<file path="src/rtl/axil_mux_wr.sv">
// AXI-Lite write-channel mux: latches the arbiter's one-hot grant and steers the granted master's
// AW/W to the slave port, then returns B, holding the selection until the B handshake completes.
module axil_mux_wr #(
    parameter int NUMBER_MASTER = 2,
    parameter int ADDR_WIDTH    = 32,
    parameter int DATA_WIDTH    = 32,
    parameter int STRB_WIDTH    = DATA_WIDTH / 8
) (
    input  logic                                aclk,
    input  logic                                aresetn,
    output logic [NUMBER_MASTER-1:0]            request_wr,
    input  logic [NUMBER_MASTER-1:0]            grant_wr,
    input  logic [NUMBER_MASTER*ADDR_WIDTH-1:0] m_axil_awaddr,
    input  logic [NUMBER_MASTER-1:0]            m_axil_awvalid,
    output logic [NUMBER_MASTER-1:0]            m_axil_awready,
    input  logic [NUMBER_MASTER*DATA_WIDTH-1:0] m_axil_wdata,
    input  logic [NUMBER_MASTER*STRB_WIDTH-1:0] m_axil_wstrb,
    input  logic [NUMBER_MASTER-1:0]            m_axil_wvalid,
    output logic [NUMBER_MASTER-1:0]            m_axil_wready,
    output logic [NUMBER_MASTER*2-1:0]          m_axil_bresp,
    output logic [NUMBER_MASTER-1:0]            m_axil_bvalid,
    input  logic [NUMBER_MASTER-1:0]            m_axil_bready,
    output logic [ADDR_WIDTH-1:0]               s_axil_awaddr,
    output logic                                s_axil_awvalid,
    input  logic                                s_axil_awready,
    output logic [DATA_WIDTH-1:0]               s_axil_wdata,
    output logic [STRB_WIDTH-1:0]               s_axil_wstrb,
    output logic                                s_axil_wvalid,
    input  logic                                s_axil_wready,
    input  logic [1:0]                          s_axil_bresp,
    input  logic                                s_axil_bvalid,
    output logic                                s_axil_bready,
    output logic                                err_multi_grant
);

    localparam int SEL_W = $clog2(NUMBER_MASTER);

    typedef enum logic [1:0] {
        ST_IDLE = 2'd0,
        ST_ADDR = 2'd1,
        ST_RESP = 2'd2
    } state_t;

    state_t                   r_state, w_state_nxt;
    logic [SEL_W-1:0]         r_sel, w_sel_nxt;
    logic                     r_aw_done, w_aw_done_nxt;
    logic                     r_w_done, w_w_done_nxt;
    logic                     r_err, w_err_nxt;
    logic                     w_s_awvalid, w_s_wvalid, w_s_bready;
    logic [NUMBER_MASTER-1:0] w_m_awready, w_m_wready, w_m_bvalid;
    logic [NUMBER_MASTER*2-1:0] w_bresp;
    logic                     w_aw_hs, w_w_hs, w_b_hs;

    function automatic logic [SEL_W-1:0] lowest_idx(input logic [NUMBER_MASTER-1:0] vec);
        logic [SEL_W-1:0] idx;
        idx = {SEL_W{1'b0}};
        for (int i = NUMBER_MASTER - 1; i >= 0; i--) begin
            if (vec[i]) idx = SEL_W'(i);
        end
        return idx;
    endfunction

    function automatic logic multi_hot(input logic [NUMBER_MASTER-1:0] vec);
        return (vec & (vec - {{(NUMBER_MASTER-1){1'b0}}, 1'b1})) != {NUMBER_MASTER{1'b0}};
    endfunction

    assign request_wr = m_axil_awvalid | m_axil_wvalid;

    // Handshake strobes decoded from state; done flags suppress repeat transfers within a transaction.
    always_comb begin
        w_s_awvalid = 1'b0;
        w_s_wvalid  = 1'b0;
        w_s_bready  = 1'b0;
        w_m_awready = {NUMBER_MASTER{1'b0}};
        w_m_wready  = {NUMBER_MASTER{1'b0}};
        w_m_bvalid  = {NUMBER_MASTER{1'b0}};
        case (r_state)
            ST_ADDR: begin
                w_s_awvalid        = m_axil_awvalid[r_sel] & ~r_aw_done;
                w_m_awready[r_sel] = s_axil_awready & ~r_aw_done;
                w_s_wvalid         = m_axil_wvalid[r_sel] & ~r_w_done;
                w_m_wready[r_sel]  = s_axil_wready & ~r_w_done;
            end
            ST_RESP: begin
                w_m_bvalid[r_sel] = s_axil_bvalid;
                w_s_bready        = m_axil_bready[r_sel];
            end
            default: begin
                w_s_awvalid = 1'b0;
            end
        endcase
    end

    assign w_aw_hs = w_s_awvalid & s_axil_awready;
    assign w_w_hs  = w_s_wvalid & s_axil_wready;
    assign w_b_hs  = (r_state == ST_RESP) & s_axil_bvalid & m_axil_bready[r_sel];

    // Next-state, selection and sticky multi-grant detection.
    always_comb begin
        w_state_nxt   = r_state;
        w_sel_nxt     = r_sel;
        w_aw_done_nxt = r_aw_done;
        w_w_done_nxt  = r_w_done;
        w_err_nxt     = r_err;
        case (r_state)
            ST_IDLE: begin
                if (grant_wr != {NUMBER_MASTER{1'b0}}) begin
                    w_state_nxt   = ST_ADDR;
                    w_sel_nxt     = lowest_idx(grant_wr);
                    w_aw_done_nxt = 1'b0;
                    w_w_done_nxt  = 1'b0;
                    w_err_nxt     = r_err | multi_hot(grant_wr);
                end else begin
                    w_state_nxt = ST_IDLE;
                end
            end
            ST_ADDR: begin
                w_aw_done_nxt = r_aw_done | w_aw_hs;
                w_w_done_nxt  = r_w_done | w_w_hs;
                if (w_aw_done_nxt && w_w_done_nxt) begin
                    w_state_nxt = ST_RESP;
                end else begin
                    w_state_nxt = ST_ADDR;
                end
            end
            ST_RESP: begin
                if (w_b_hs) begin
                    w_state_nxt = ST_IDLE;
                end else begin
                    w_state_nxt = ST_RESP;
                end
            end
            default: begin
                w_state_nxt = ST_IDLE;
            end
        endcase
    end

    // State register with synchronous active-low reset.
    always_ff @(posedge aclk) begin
        if (!aresetn) begin
            r_state   <= ST_IDLE;
            r_sel     <= {SEL_W{1'b0}};
            r_aw_done <= 1'b0;
            r_w_done  <= 1'b0;
            r_err     <= 1'b0;
        end else begin
            r_state   <= w_state_nxt;
            r_sel     <= w_sel_nxt;
            r_aw_done <= w_aw_done_nxt;
            r_w_done  <= w_w_done_nxt;
            r_err     <= w_err_nxt;
        end
    end

    // Response routing: only the selected master's slice carries the slave response.
    always_comb begin
        w_bresp                = {(NUMBER_MASTER*2){1'b0}};
        w_bresp[r_sel*2 +: 2]  = s_axil_bresp;
    end

    // Everything toward either side is forced quiet while reset is held.
    assign s_axil_awvalid  = w_s_awvalid & aresetn;
    assign s_axil_wvalid   = w_s_wvalid & aresetn;
    assign s_axil_bready   = w_s_bready & aresetn;
    assign m_axil_awready  = w_m_awready & {NUMBER_MASTER{aresetn}};
    assign m_axil_wready   = w_m_wready & {NUMBER_MASTER{aresetn}};
    assign m_axil_bvalid   = w_m_bvalid & {NUMBER_MASTER{aresetn}};
    assign s_axil_awaddr   = aresetn ? m_axil_awaddr[r_sel*ADDR_WIDTH +: ADDR_WIDTH] : {ADDR_WIDTH{1'b0}};
    assign s_axil_wdata    = aresetn ? m_axil_wdata[r_sel*DATA_WIDTH +: DATA_WIDTH] : {DATA_WIDTH{1'b0}};
    assign s_axil_wstrb    = aresetn ? m_axil_wstrb[r_sel*STRB_WIDTH +: STRB_WIDTH] : {STRB_WIDTH{1'b0}};
    assign m_axil_bresp    = aresetn ? w_bresp : {(NUMBER_MASTER*2){1'b0}};
    assign err_multi_grant = r_err;

endmodule

</file>
<file path="config.mk">
export PLATFORM = sky130hd
export DESIGN_NAME = axil_mux_wr
export DESIGN_NICKNAME = d
export VERILOG_FILES = /design/src/rtl/axil_mux_wr.sv
export SDC_FILE = /design/constraint.sdc
export NUM_CORES = 1
export LEC_CHECK = 0
export CAP_MARGIN = 20
export CORE_AREA = 2 2 91 93
export CTS_BUF_LIST = sky130_fd_sc_hd__clkbuf_8
export DETAILED_ROUTE_END_ITERATION = 8
export DIE_AREA = 0 0 93 95
export DONT_BUFFER_PORTS = 1
export GPL_TIMING_DRIVEN = 0
export PLACE_DENSITY = 0.35
export SLEW_MARGIN = 20
export SYNTH_ARGS = -nofsm -noshare
export SYNTH_HDL_FRONTEND = slang
export SYNTH_SLANG_ARGS = --single-unit
export TNS_END_PERCENT = 20
</file>
<file path="constraint.sdc">
create_clock -name aclk -period 2.5 [get_ports aclk]
set_input_delay 0.625 -clock aclk [delete_from_list [all_inputs] [get_ports aclk]]
set_output_delay 0.625 -clock aclk [all_outputs]
set_load 0.1 [all_outputs]
</file>
# Word level (Yosys, flattened, before mapping)
# Index checks and enable logic that the tools add are counted.
[op_classes] n_bitwise=25 order_cmp=2 n_addsub=2 n_eq_ne=3 muxes=27 reduce_logical=8 shifts=5
[op_table] op="$shiftx A64 B7 Y32" count=2
[op_table] op="$mux W32" count=2
[op_table] op="$neg A2 Y34" count=1
[op_table] op="$shift A2 B34 Y4 const A" count=1
[op_table] op="$shiftx A2 B34 Y4" count=1
[op_table] op="$and A2 B2 Y2" count=7
[op_table] op="$mux W1" count=14
[op_table] op="$and A1 B1 Y1" count=11
[op_table] op="$mux W2" count=5
[op_table] op="$mux W4" count=2
[op_table] op="$shiftx A8 B4 Y4" count=1
[op_table] op="$pmux W2 S3" count=1
[op_table] op="$reduce_bool A2 Y1" count=3
[op_table] op="$and A4 B4 Y4" count=1
[op_table] op="$pmux W1 S2" count=2
[op_table] op="$reduce_and A2 Y1" count=2
[op_table] op="$or A1 B1 Y1" count=3
[op_table] op="$eq A2 B1 Y1 const B" count=1
[op_table] op="$eq A2 B2 Y1 const B" count=1
[op_table] op="$logic_and A1 B1 Y1" count=2
[op_table] op="$logic_not A2 Y1" count=1
[op_table] op="$lt A1 B2 Y1 const B" count=1
[op_table] op="$ne A2 B2 Y1 const B" count=1
[op_table] op="$not A1 Y1" count=2
[op_table] op="4 further kinds" count=4
[totals] elab_cells=77 ff_bits=6 input_bits=151 output_inout_bits=84

# Logic depth before layout (Yosys ltp)
[depth] depth_word=9 mapped_depth=5 mapped_depth_nobuf=4

# Worst setup path after synthesis
# Ideal clock, no wire load.
[synth_timing] kind="input -> output" from="in aresetn" to="out m_axil_awready[0]" required_ns=1.875 stages=2 setup_slack_ns=-2.020 n_path_buf=1 arrival_time_ns=3.895 cell_sequence="buf_2 nor4b_1"
[synth_between] elab_chain_len=1
[synth_lines] element="from (decl)" line_no="10" source="input logic aresetn,"
[synth_lines] element="$and A2 B2 Y2" line_no="166" source="assign m_axil_awready = w_m_awready & {NUMBER_MASTER{aresetn}};"
[synth_lines] element="to (decl)" line_no="15" source="output logic [NUMBER_MASTER-1:0] m_axil_awready,"
# No other way between the ends.

# Final worst setup path
[layout_timing] from="reg r_state[1]" to="out m_axil_bvalid[0]"
[layout_between] elab_chain_len=3
[layout_lines] element="from (decl)" line_no="44" source="state_t r_state, w_state_nxt;"
[layout_lines] element="from (signal assigned)" line_no="148" source="r_state <= w_state_nxt;"
[layout_lines] element="$eq A2 B2 Y1" line_no="77" source="case (r_state)"
[layout_lines] element="$mux W2" line_no="77"
[layout_lines] element="$and A2 B2 Y2" line_no="168" source="assign m_axil_bvalid = w_m_bvalid & {NUMBER_MASTER{aresetn}};"
[layout_lines] element="to (decl)" line_no="21" source="output logic [NUMBER_MASTER-1:0] m_axil_bvalid,"
# No other way between the ends.

==> results by group <==
Outcome
  – Status: finished clean

Setup path
  – Worst reg2reg path startpoint: r_sel
  – CP arrival: 1.83 ns
  – R2R depth: 5
  – Setup Crit Path Kind: reg2out
  – CP Launch Type: flop
  – Critical R2R Capture: r_aw_done
  – Kind of end point of the critical path: primary output
  – Required @ worst endpoint: 1.88 ns
  – Reg2reg setup slack: 1.11 ns
  – Crit path max fanout: 4

Clock network
  – Clock transition at path regs: 0.04 ns
  – H-tree levels: 1
  – Total CTS buffers: 3
  – Num Clock Sinks: 6
  – Hold buffers post-CTS: 0
  – CTS tree: built
  – Clk Tree Root Cell: clkbuf_8
  – Max clock buf depth: 2
  – Worst skew pair latency: 0.22 ns

Detailed routing
  – ANT nets after route: 0
  – Vias: 1556
  – Initial DRC count: 15
  – # DRC: 0
  – Total wire length: 5.72 mm
  – Pre-Repair DR Iteration Count: 4
  – Via-per-instance ratio: 4.91
  – Average routed wire per standard cell: 18.1 um

Placement
  – HPWL after DPL: 4.67 mm
  – Final GP Congestion: 0.677
  – # port buffers: 0
  – Cell count after placement: 314

Global routing
  – Grt total ovfl: 0
  – Global route hottest layer: met2
  – Met2 Usage GRT: around a fifth
  – GR Util All Layers: 10.8%
  – Met1 Track Usage GR: 12.8%
  – Met3 track utilization from global routing: under 10%
  – Initial antenna violation count: 0
  – Largest net degree at the start of global routing: 11
  – First-pass GRT wire length: 7.65 mm
  – Vias in the first global route: 1458

Synthesis
  – Area share of the largest cell type after synthesis: 42.7%
  – Most area-consuming cells after synthesis: mux2i_1, nor2b_1, dfxtp_1
  – Net Count, Synth: 358
  – Ys Warns: 0
  – Register area share after synthesis: 7.32%
  – Avg Cell Area, Syn: 7.93 sq um
  – Syn Std Cell Area: about 1600 sq um
  – Commonest cells in the netlist: mux2i_1, nor2b_1, clkbuf_1
  – Synthesis-stage register bit count: 6
  – Async SR Flop Fraction: 0%
  – Cell taking the most area after synthesis: mux2i_1
  – Distinct cell type count after synthesis: 28
  – Post-Synthesis Cells: ~210
  – Post-synth EDFFs: 0
  – Main synth FF type: dfxtp_1

Worst hold path
  – Worst Hold Depth: 3
  – HP Class: in2reg
  – Hold Crit Start: grant_wr[0]
  – Hold Crit Endpoint: r_sel

Layout
  – Non-Filler Instances: ~320
  – Ant diodes: 0
  – Final #Nets: about 370
  – Area grow syn2layout: 51.6%
  – Share of layout cells above drive strength 1: approximately 47%
  – Final core utilization: between 30% and 40%

Timing
  – Final setup viols: 0
  – Setup_tns: 0 ns
  – Final Slew Violations: 0
  – Final min period: 2.45 ns
  – RSZ-0062 raised after global routing: yes
  – Highest clock rate: roughly 400 MHz
  – Final hold viol count: 0
  – Slew headroom: about 27%
  – Worst Clk Skew: about 0.0033 ns
  – Worst-Margin Slew: 1.09 ns
  – Period utilization: 98.1%

Floorplan
  – CORE AREA: 7930 sq um
  – IO Pins: roughly 240
  – Initial Utilization: 20.7%
  – Die Area: 8840 sq um
  – Row count: 33
  – Die Y: 95 um
  – DIE WIDTH: 93 um

Job
  – Max_cap viols: 0

Power
  – Final Power: 1.30 mW
  – Pwr/cell area: between 500 and 600 nW/um^2
  – VDD IR max: 0.241 mV
  – Leakage Power: 0.977 nW
[cells in the final DEF, fill, tap and decap left out, types with 2 or more instances in the layout]
cell type,n
mux2i_1,70
nor2b_4,68
dfxtp_1,6
buf_8,5
clkbuf_1,4
buf_4,4
and3_1,4
nor3_4,4
nor2_1,4
nand2_1,4
a21oi_1,3
clkbuf_8,3
buf_6,2
and3b_1,2
clkbuf_2,2
buf_1,2
nand2_2,2
nand3b_1,2
nor4b_4,2
or2_2,2
o21ai_0,2
nor2b_1,2
[power breakdown]
group | switching [mW] | internal, mW | leakage [nW] | total [mW]
Combinational | 0.815 | 0.218 | 0.907 | 1.03
Sequential | 0.0151 | 0.101 | 0.0492 | 0.116
Clock | 0.0447 | 0.104 | 0.0216 | 0.148
Total | 0.875 | 0.423 | 0.977 | 1.30
[worst max-delay path, cell delays in order, from the launching register on]
cell and delay [ns]:
dfxtp_1 0.34, inv_1 0.10, nor2_2 0.14, nand2_2 0.12, nor3b_4 0.89
[logic make-up (layout without fill, tap and decap cells)]
kind of cell / count (synthesis) / after routing / share of synthesized area [%]
buffers and inverters: 19 / 24 / 8.15
muxes: 71 / 71 / 43.6
DFF: 6 / 6 / 7.32
and+or+nand+nor: 101 / 101 / 37.1
AOI/OAI and AO/OA: 10 / 10 / 3.81
[worst max path at each step]
| stage | cells past startpoint | start | endpoint | slack (ns) |
|---|---|---|---|---|
| after global routing | 4 | r_state[1] | m_axil_bvalid[0] | -0.06 |
| after CTS | 3 | aresetn | s_axil_awaddr[1] | -0.29 |
| final | 4 | r_state[1] | m_axil_bvalid[0] | 0.05 |
| after global placement | 3 | aresetn | s_axil_wdata[31] | -1.00 |
| after detailed placement | 3 | aresetn | s_axil_awaddr[1] | -0.51 |
| after floorplan | 3 | aresetn | s_axil_awaddr[17] | -0.49 |
[sequential cells by signal, indices dropped and copies added, names as in the netlist]
| signal | flops |
|---|---|
| r_state | 2 |
| r_w_done | 1 |
| r_sel | 1 |
| r_aw_done | 1 |
| err_multi_grant | 1 |
[routing by layer]
metal / share of wire, % / up-vias
met2: 55 / 111
met4: 0.54 / 0
met3: 9.6 / 5
li1: - / 718
met1: 35 / 722
met5: 0 / -
[stage by stage]
stage / hold WS [ns] / cell area (sq um) / setup WS (ns)
detailed placement: 0.627 / 2070 / -0.508
floorplan: 0.570 / 1750 / -0.494
global placement: 0.647 / 1880 / -1.00
CTS: 0.556 / 2290 / -0.293
finish: 0.559 / 2490 / 0.0470
global route: 0.571 / 2490 / -0.0593
[cell type report]
type	instances	area, sq um
fill	834	5440
clock buffer	3	41.3
timing repair buffer	2	42.5
inverter	1	3.75
buffer	18	145
multi-input combinational	182	2000
tap	105	131
sequential	6	120
[timing repair]
item | CTS | global route
hold endpoints to repair | 0 | 0
gates cloned | 0 | 0
gates resized for setup | 36 | 49
pin swaps | 2 | 2
buffers inserted | 0 | 0
endpoints found under the setup margin | 74 | 67
Note: power is estimated with default switching activity, not from simulation.
